**src/rtl/imem_boot_sequencer_pkg.sv**
```systemverilog
// Shared state encodings and constants for the instruction-memory boot loader.
// Replaces the imem_boot_defs.vh include with a package.
package imem_boot_sequencer_pkg;

    typedef enum logic [2:0] {
        LOAD_HI = 3'd0,
        LOAD_LO = 3'd1,
        CHECK   = 3'd2,
        RUN     = 3'd3,
        ERROR   = 3'd4
    } boot_state_t;

    localparam int BYTES_PER_WORD      = 2;
    localparam int DEFAULT_TIMEOUT_CYC = 1_000_000;

    // A single-cycle timeout still needs a 1-bit counter.
    function automatic int timer_width(input int cyc);
        return (cyc > 1) ? $clog2(cyc) : 1;
    endfunction

endpackage

```
**src/rtl/boot_timeout_timer.sv**
```systemverilog
// Inter-byte watchdog: counts while enabled and flags 'expired' once the count
// reaches TIMEOUT_CYC-1; holds there until cleared.
import imem_boot_sequencer_pkg::*;

module boot_timeout_timer #(
    parameter int TIMEOUT_CYC = DEFAULT_TIMEOUT_CYC
) (
    input  logic CLK,
    input  logic RST_N,
    input  logic clear,
    input  logic enable,
    output logic expired
);

    localparam int                 CNT_W = timer_width(TIMEOUT_CYC);
    localparam logic [CNT_W-1:0]   LAST  = CNT_W'(TIMEOUT_CYC - 1);

    logic [CNT_W-1:0] count;

    always_ff @(posedge CLK or negedge RST_N) begin
        if (!RST_N) begin
            count <= '0;
        end else if (clear) begin
            count <= '0;
        end else if (enable && !expired) begin
            count <= count + CNT_W'(1);
        end
    end

    assign expired = (count == LAST);

endmodule

```
**src/rtl/imem_boot_sequencer.sv**
```systemverilog
// UART boot loader for the instruction memory: packs big-endian byte pairs into
// words, holds the CPU in reset until the memory is full. Option: IMEM_BOOT_CHECKSUM_EN.
import imem_boot_sequencer_pkg::*;

module imem_boot_sequencer #(
    parameter int ADDR_W      = 5,
    parameter int DATA_W      = 16,
    parameter int TIMEOUT_CYC = DEFAULT_TIMEOUT_CYC
) (
    input  logic              CLK,
    input  logic              RST_N,
    input  logic              rx_valid,
    input  logic [7:0]        rx_data,
    input  logic              reload_req,
    input  logic [ADDR_W-1:0] cpu_pc,
    output logic              mem_we,
    output logic [ADDR_W-1:0] mem_waddr,
    output logic [DATA_W-1:0] mem_wdata,
    output logic [ADDR_W-1:0] mem_raddr,
    output logic              cpu_rst_n,
    output logic              load_done,
    output logic              load_err,
    output logic [ADDR_W:0]   words_loaded
);

    localparam logic [ADDR_W-1:0] LAST_ADDR = '1;

    boot_state_t                   state;
    boot_state_t                   next_state;
    logic [7:0]                    hi_byte;
    logic [ADDR_W-1:0]             addr;
    logic [8*BYTES_PER_WORD-1:0]   word_data;
    logic                          latch_hi;
    logic                          write_word;
    logic                          set_err;
    logic                          run_now;
    logic                          timer_clear;
    logic                          timer_en;
    logic                          timer_expired;
`ifdef IMEM_BOOT_CHECKSUM_EN
    logic [7:0]                    xor_acc;
`endif

    assign word_data   = {hi_byte, rx_data};
    assign timer_clear = (next_state != state);
`ifdef IMEM_BOOT_CHECKSUM_EN
    assign timer_en    = (state == LOAD_LO) || (state == CHECK);
`else
    assign timer_en    = (state == LOAD_LO);
`endif

    // Staying in RUN across an edge gates the CPU, giving one cycle of slack after the last write.
    assign run_now   = (state == RUN) && (next_state == RUN);
    assign mem_raddr = load_done ? cpu_pc : '0;

    boot_timeout_timer #(
        .TIMEOUT_CYC(TIMEOUT_CYC)
    ) u_timer (
        .CLK    (CLK),
        .RST_N  (RST_N),
        .clear  (timer_clear),
        .enable (timer_en),
        .expired(timer_expired)
    );

    always_comb begin
        next_state = state;
        latch_hi   = 1'b0;
        write_word = 1'b0;
        set_err    = 1'b0;
        if (reload_req) begin
            next_state = LOAD_HI;
        end else begin
            case (state)
                LOAD_HI: begin
                    if (rx_valid) begin
                        latch_hi   = 1'b1;
                        next_state = LOAD_LO;
                    end
                end
                LOAD_LO: begin
                    if (rx_valid) begin
                        write_word = 1'b1;
`ifdef IMEM_BOOT_CHECKSUM_EN
                        next_state = (addr == LAST_ADDR) ? CHECK : LOAD_HI;
`else
                        next_state = (addr == LAST_ADDR) ? RUN : LOAD_HI;
`endif
                    end else if (timer_expired) begin
                        set_err    = 1'b1;
                        next_state = LOAD_HI;
                    end
                end
`ifdef IMEM_BOOT_CHECKSUM_EN
                CHECK: begin
                    if (rx_valid) begin
                        if (rx_data == xor_acc) begin
                            next_state = RUN;
                        end else begin
                            set_err    = 1'b1;
                            next_state = ERROR;
                        end
                    end else if (timer_expired) begin
                        set_err    = 1'b1;
                        next_state = ERROR;
                    end
                end
                ERROR: next_state = ERROR;
`endif
                RUN:     next_state = RUN;
                default: next_state = LOAD_HI;
            endcase
        end
    end

    always_ff @(posedge CLK or negedge RST_N) begin
        if (!RST_N) begin
            state        <= LOAD_HI;
            hi_byte      <= '0;
            addr         <= '0;
            mem_we       <= 1'b0;
            mem_waddr    <= '0;
            mem_wdata    <= '0;
            cpu_rst_n    <= 1'b0;
            load_done    <= 1'b0;
            load_err     <= 1'b0;
            words_loaded <= '0;
`ifdef IMEM_BOOT_CHECKSUM_EN
            xor_acc      <= '0;
`endif
        end else begin
            state     <= next_state;
            mem_we    <= write_word;
            cpu_rst_n <= run_now;
            load_done <= run_now;
            if (reload_req) begin
                addr         <= '0;
                words_loaded <= '0;
                load_err     <= 1'b0;
`ifdef IMEM_BOOT_CHECKSUM_EN
                xor_acc      <= '0;
`endif
            end else begin
                if (latch_hi) begin
                    hi_byte <= rx_data;
                end
                if (write_word) begin
                    mem_waddr    <= addr;
                    mem_wdata    <= DATA_W'(word_data);
                    addr         <= addr + ADDR_W'(1);
                    words_loaded <= words_loaded + (ADDR_W+1)'(1);
`ifdef IMEM_BOOT_CHECKSUM_EN
                    xor_acc      <= xor_acc ^ hi_byte ^ rx_data;
`endif
                end
                if (set_err) begin
                    load_err <= 1'b1;
                end
            end
        end
    end

endmodule

```
**config.mk**
```make
export PLATFORM = sky130hd
export DESIGN_NAME = imem_boot_sequencer
export DESIGN_NICKNAME = d
export VERILOG_FILES = /design/src/rtl/imem_boot_sequencer_pkg.sv /design/src/rtl/boot_timeout_timer.sv /design/src/rtl/imem_boot_sequencer.sv
export SDC_FILE = /design/constraint.sdc
export NUM_CORES = 1
export LEC_CHECK = 0
export ABC_AREA = 1
export BUFFER_PORTS_ARGS = -buffer_cell sky130_fd_sc_hd__buf_4
export CAP_MARGIN = 15
export CORE_ASPECT_RATIO = 0.9
export CORE_UTILIZATION = 35
export CTS_BUF_LIST = sky130_fd_sc_hd__clkbuf_4
export DETAILED_ROUTE_END_ITERATION = 8
export GPL_TIMING_DRIVEN = 0
export PLACE_DENSITY = 0.65
export SYNTH_ARGS = -nofsm -noshare
export SYNTH_HDL_FRONTEND = slang
export SYNTH_SLANG_ARGS = --single-unit
```
**constraint.sdc**
```tcl
create_clock -name CLK -period 2.05 [get_ports CLK]
set_input_delay 0.1025 -clock CLK [delete_from_list [all_inputs] [get_ports CLK]]
set_output_delay 0.1025 -clock CLK [all_outputs]
set_load 0.02 [all_outputs]
```
==> reports/summary.txt, run 1 <==
status = complete, no violations
Crit. path cell count = 14
Switch Pwr = 877 uW
# DRC = 0
# diodes = 0
fin. max-slew vios = 0
Clock transition at path regs = 0.12 ns
Fillers = 878
vias per cell = 4.65
most common cell after layout, fill and taps aside = nand2_1
hold-critical path depth = 3
first-pass GRT wire length = 12.2 mm
worst reg-to-reg setup slack = 0.11 ns
critical path type = register to register
die height = 93.0 um
Max Cap Violations = 0
Seq. cell area = 1650 um2
commonest cells after routing, fill and taps aside = nand2_1, dfrtp_1, buf_4
nets = 470
area of the multi-input gates = 1350 um2
largest net degree at the start of global routing = 67
Yosys cell types = 30
Gate power share = 19.3%
RSZ-0062 raised after global routing = yes
Worst EP required = 2.35 ns
Root Driver = clkbuf_4
layout cells sized above 1 = 27.1%
leakage = 0.00202 uW
power per cell area = 683 nW/um2
share of the synthesized area in the top cell type = 51.3%
dpl hpwl = 4.99 mm
share of power burned in registers = 53.4%
Worst-Margin Slew = 0.835 ns
port bufs = 52
setup violators final = 0
full die area = 9580 um2
design area = 4100 um2
top cells by area, synth = dfrtp_1, nand2_1, inv_1
syn nets = 389
reg2reg end = u_timer.count[14]$_DFFE_PN0P_
CP arrival = 2.24 ns
Synth Register Bits = 66
final core utilization = 47.0%
worst setup margin = 0.109 ns
num ports = 53
Inserted Clock Buffers = 9
area added between synthesis and finish = 27.5%
worst hold path class = input pin to register
Detailed Route Iter0 Violations = 129
Post-Synthesis Cell Area = 3220 um2
worst r2r src = addr[1]$_DFFE_PN0P_
Synth area leader = dfrtp_1
latest clock arrival within the worst-skew pair = 0.41 ns
initial core utilization = 36.9%
Peak VDD IR = 0.407 mV
switch share = 31.3%
CP Launch Type = register
clock share of power = 27.3%
row count = 32
period utilization = 94.7%
Antenna Nets Post-Route = 0
Pre-antenna DRT Iters = 4
Buf+Inv Stages, Crit Path = 1
CP Capture Point = u_timer.count[14]$_DFFE_PN0P_
CP endpoint kind = register
Reg2Reg Depth = 14
Max FO, Critical Path = 5
clk buf depth = 2
CTS tree = done
Congestion Overflow GR = 0
GP Congestion = 0.833
clock sink count = 66
post-synthesis sequential area ratio = 51.3%
Slew headroom = 44.4%
total track usage = 16.6%
initial antenna violation count = 0
synthesized area per cell = 8.74 um2
max incr delay on CP = 0.38 ns
Post-Syn Instances = 368
Area after DPL = 3760 um2
origin of the worst min-delay path = rx_valid
Hold Vio Cnt, Final = 0
total wire length = 7.19 mm
vias in the first global route = 2629
setup TNS = 0 ns
Layout Skew = 0.0182 ns
min Tclk post-route = 1.94 ns
Die Width = 103 um
DP Worst Slack = 0.00345 ns
crit-path cells = ha_2 > nand2_1 > nor2_1 > ha_2 > nor2_2 > a211oi_2 > nand2_1 > nand2_2 > nand2_2 > nand2_2 > nand2_4 > nand2_8 > clkbuf_16 > nor2_4
CP top delay family = simple AND/OR/NAND/NOR gates
Worst path slowest cell = dfrtp_1
WL per Instance = 12.6 um
routed vias = 2665
critical path's most frequent cell = nand2_2
Ys Warns = 0
Worst Setup SP = addr[1]$_DFFE_PN0P_
internal power = 1920 uW
Fmax = 515 MHz
core area = 8730 um2
H-tree levels = 3
## synthesized netlist by cell type (all sizes together)
library cell  instances
o21a                  2
ha                    4
o21ai                28
nand2                93
dfrtp                66
a211oi                1
nand4                11
xor2                 10
conb                  1
xnor2                 7
nor2                 51
inv                  48
nor3                  2
a21oi                 6
o22ai                 2
clkbuf                1
buf                   9
nand3                25
clkinv                1
## metal layers
| layer | up-vias | track usage (%) | wire length, um |
|---|---|---|---|
| met5 | - | 0 | 0 |
| met4 | 0 | 5.99 | 121 |
| met3 | 13 | 4.08 | 359 |
| met2 | 76 | 26.2 | 3300 |
| met1 | 1260 | 22.0 | 3420 |
| li1 | 1316 | - | - |
## registers in the layout, indices dropped and copies added, names as in the netlist, 3 cells and up
register	flops
u_timer.count	20
state	3
words_loaded	6
addr	5
mem_waddr	5
mem_wdata	16
hi_byte	8
## metrics by stage
stage	std cells	total power, uW	hold slack (ns)
after floorplan	368	1770	-0.193
after global placement	539	2010	0.259
after detailed placement	539	2020	0.267
after CTS	566	2810	0.0120
after global routing	573	2950	0.0405
final	573	2800	0.0285
## worst register-to-register path, delay by kind of cell, from the launching register on
family                     cells  cell delay (ns)
AOI/OAI and AO/OA              1             0.13
and+or+nand+nor               10             0.75
DFF                            1             0.38
adders and majority gates      2             0.39
buffers and inverters          1             0.17
## power by group through the flow
stage / Combinational, uW / Sequential, uW / Clock, uW
3_5_place_dp: 501 / 1520 / 0
4_1_cts: 518 / 1500 / 791
6_report: 539 / 1490 / 765
2_1_floorplan: 150 / 1620 / 0
5_1_grt: 595 / 1510 / 846
3_3_place_gp: 492 / 1520 / 0
## cell families (layout without fill, tap and decap cells)
kind of cell / count (synthesis) / after routing / share of synthesized area [%]
AOI/OAI and AO/OA: 39 / 39 / 6.53
xor gates and xnor gates: 17 / 17 / 4.63
adders and majority gates: 4 / 4 / 1.56
buffers and inverters: 59 / 144 / 7.97
DFF: 66 / 66 / 51.3
other: 1 / 1 / 0.117
and+or+nand+nor: 182 / 183 / 27.8
## worst min-delay path by stage
stage | endpoint | slack [ns]
after floorplan | addr[0]$_DFFE_PN0P_ | -0.19
after global placement | u_timer.count[7]$_DFFE_PN0P_ | 0.26
after detailed placement | u_timer.count[5]$_DFFE_PN0P_ | 0.27
after CTS | state[1]$_DFF_PN0_ | 0.01
after global routing | state[1]$_DFF_PN0_ | 0.04
final | state[1]$_DFF_PN0_ | 0.03
## area by class of cell
class / count / share of cell area (%)
flip-flops and latches: 66 / 40.3
multi-input cells: 244 / 33.0
repair buffers: 69 / 14.0
inverters: 49 / 4.49
well taps: 119 / 3.63
clock buffers: 10 / 1.83
plain buffers: 10 / 1.77
clock inverters: 6 / 1.07
## repair_timing
item                                    CTS  global route
hold endpoints to repair                 85             0
cloned                                    0             2
setup buffers                             1             5
resized for setup                         0             8
hold buffers                             10             0
pin swaps                                 0             5
endpoints found under the setup margin   10            15
Power figures use the tool's default switching activity.
==> run 2: changes to the inputs <==
CTS_CLUSTER_DIAMETER = 50   (was unset)
MAX_ROUTING_LAYER = met4   (was unset)
==> run 2 against run 1 <==
Net effect: via count is 0.71% higher; die area did not move; critical path type unchanged; global-route usage grew 0.46 points; largest cell class unchanged; first-iteration DRC count down 1.6%; largest power group unchanged; wire length grew 0.31%; worst hold slack worse by 0.0062 ns.
==> reports/summary.txt, run 2 (synthesis results as in run 1) <==
status = complete, no violations
CTS tree = done
CP Launch Type = register
layout cells sized above 1 = 27.1% (unchanged)
worst reg-to-reg setup slack = 0.11 ns (about the same)
clock sink count = 66 (unchanged)
Worst EP required = 2.36 ns (about the same)
crit-path cells = ha_2 > nand2_1 > nor2_1 > ha_2 > nor2_2 > a211oi_2 > nand2_1 > nand2_2 > nand2_2 > nand2_2 > nand2_4 > nand2_8 > clkbuf_16 > nor2_4
vias in the first global route = 2627 (-0.076%)
worst hold path class = input pin to register
WHS Endpoint = state[1]$_DFF_PN0_
critical path type = register to register
die height = 93.0 um (unchanged)
vias per cell = 4.68 (+0.71%)
Top Registers = u_timer.count (20), mem_wdata (16), hi_byte (8)
Die Width = 103 um (unchanged)
Buf+Inv Stages, Crit Path = 1 (unchanged)
Antenna Nets Post-Route = 0 (unchanged)
initial core utilization = 36.9% (unchanged)
# DRC = 0 (unchanged)
Congestion Overflow GR = 0 (unchanged)
leakage = 0.00202 uW (unchanged)
total wire length = 7.22 mm (+0.31%)
Top reg by flops = u_timer.count
Max FO, Critical Path = 5 (unchanged)
WL per Instance = 12.6 um (+0.31%)
origin of the worst min-delay path = rx_valid
max incr delay on CP = 0.38 ns (about the same)
CP top delay family = simple AND/OR/NAND/NOR gates
area added between synthesis and finish = 27.5% (unchanged)
reg2reg end = u_timer.count[14]$_DFFE_PN0P_
Hold Vio Cnt, Final = 0 (unchanged)
design area = 4100 um2 (unchanged)
Fmax = 515 MHz (about the same)
hold-critical path depth = 3 (unchanged)
Slew headroom = 44.4% (+0.076 points)
worst r2r src = addr[1]$_DFFE_PN0P_
# diodes = 0 (unchanged)
Detailed Route Iter0 Violations = 127 (-1.6%)
critical path's most frequent cell = nand2_2
first-pass GRT wire length = 12.2 mm (unchanged)
Clock transition at path regs = 0.12 ns (about the same)
Design Power = 2800 uW (+0.15%)
routed vias = 2684 (+0.71%)
row count = 32 (unchanged)
Area after DPL = 3760 um2 (unchanged)
Root Driver = clkbuf_4
power per cell area = 684 nW/um2 (+0.15%)
most common cell after layout, fill and taps aside = nand2_1
port bufs = 52 (unchanged)
CP endpoint kind = register
latest clock arrival within the worst-skew pair = 0.42 ns (about the same)
clk buf depth = 2 (unchanged)
setup violators final = 0 (unchanged)
fin. max-slew vios = 0 (unchanged)
dpl hpwl = 4.99 mm (unchanged)
Reg2Reg Depth = 14 (unchanged)
initial antenna violation count = 0 (unchanged)
Inserted Clock Buffers = 9 (unchanged)
CP arrival = 2.25 ns (about the same)
min Tclk post-route = 1.94 ns (+0.000275 ns)
full die area = 9580 um2 (unchanged)
nets = 470 (unchanged)
core area = 8730 um2 (unchanged)
RSZ-0062 raised after global routing = yes
Pre-antenna DRT Iters = 4 (unchanged)
Worst-Margin Slew = 0.834 ns (-0.00115 ns)
largest net degree at the start of global routing = 67 (unchanged)
Layout Skew = 0.0172 ns (-0.000953 ns)
H-tree levels = 3 (unchanged)
max FFs per register = 20 (unchanged)
Max Cap Violations = 0 (unchanged)
commonest cells after routing, fill and taps aside = nand2_1, dfrtp_1, buf_4
Peak VDD IR = 0.407 mV (about the same)
num ports = 53 (unchanged)
total track usage = 17.1% (+0.46 points)
period utilization = 94.7% (about the same)
Worst path slowest cell = dfrtp_1
GP Congestion = 0.846 (+1.5%)
## run 2: cell counts in the layout (fill, tap and decap cells not counted)
No cell type changed its count.
## run 2: worst max-delay path by stage
stage               slack (ns)                            end                start  cells after the start
finish                    0.11  u_timer.count[14]$_DFFE_PN0P_  addr[1]$_DFFE_PN0P_                     14
global route             -0.08   u_timer.count[9]$_DFFE_PN0P_  addr[1]$_DFFE_PN0P_                     14
CTS                     0.0008   u_timer.count[2]$_DFFE_PN0P_  addr[1]$_DFFE_PN0P_                     14
detailed placement       0.003   u_timer.count[2]$_DFFE_PN0P_  addr[0]$_DFFE_PN0P_                     14
global placement          0.04  u_timer.count[10]$_DFFE_PN0P_  addr[0]$_DFFE_PN0P_                     14
floorplan                 0.25  u_timer.count[13]$_DFFE_PN0P_  addr[0]$_DFFE_PN0P_                     14
## run 2: report_power, final
part | total, uW | switching [uW] | internal, uW
combinational | 539 | 305 | 233
clock | 769 | 504 | 265
sequential | 1490 | 71.2 | 1420
## run 2: area by class of cell
cell class | instances | area [um2]
buffer | 10 | 72.6
clock buffer | 10 | 75.1
clock inverter | 6 | 43.8
fill | 878 | 4630
inverter | 49 | 184
multi-input combinational | 244 | 1350
sequential | 66 | 1650
tap | 119 | 149
timing repair buffer | 69 | 573
## run 2: what timing repair did
action	4_1_cts	5_1_grt
hold buffers	10	0
hold endpoints to repair	85	0
gates resized for setup	0	8
pin swaps	0	5
setup endpoints to repair	10	15
gates cloned	0	2
setup buffers	1	5
## run 2: per-layer routing
layer / track usage, % / up-vias / wire (um)
met5: - / - / 0
met2: 26.2 / 72 / 3310
met3: 3.77 / 10 / 336
li1: - / 1319 / -
met1: 22.0 / 1283 / 3470
met4: 6.34 / 0 / 99
## run 2: stage by stage
step	setup slack, ns	hold slack, ns	util [%]	TNS (ns)	std cells
after floorplan	0.246	-0.193	-	0	368
after global placement	0.0435	0.259	43.0	0	539
after detailed placement	0.00345	0.267	43.0	0	539
after CTS	0.000761	0.0120	45.6	0	566
after global routing	-0.0803	0.0419	47.0	-0.864	573
final	0.109	0.0222	47.0	0	573
## run 2: tightest hold or removal path: cells and delay by family
| kind | cells | cell delay, ns |
|---|---|---|
| simple gates | 1 | 0.11 |
| buf+inv | 1 | 0.10 |
| compound gates | 1 | 0.10 |
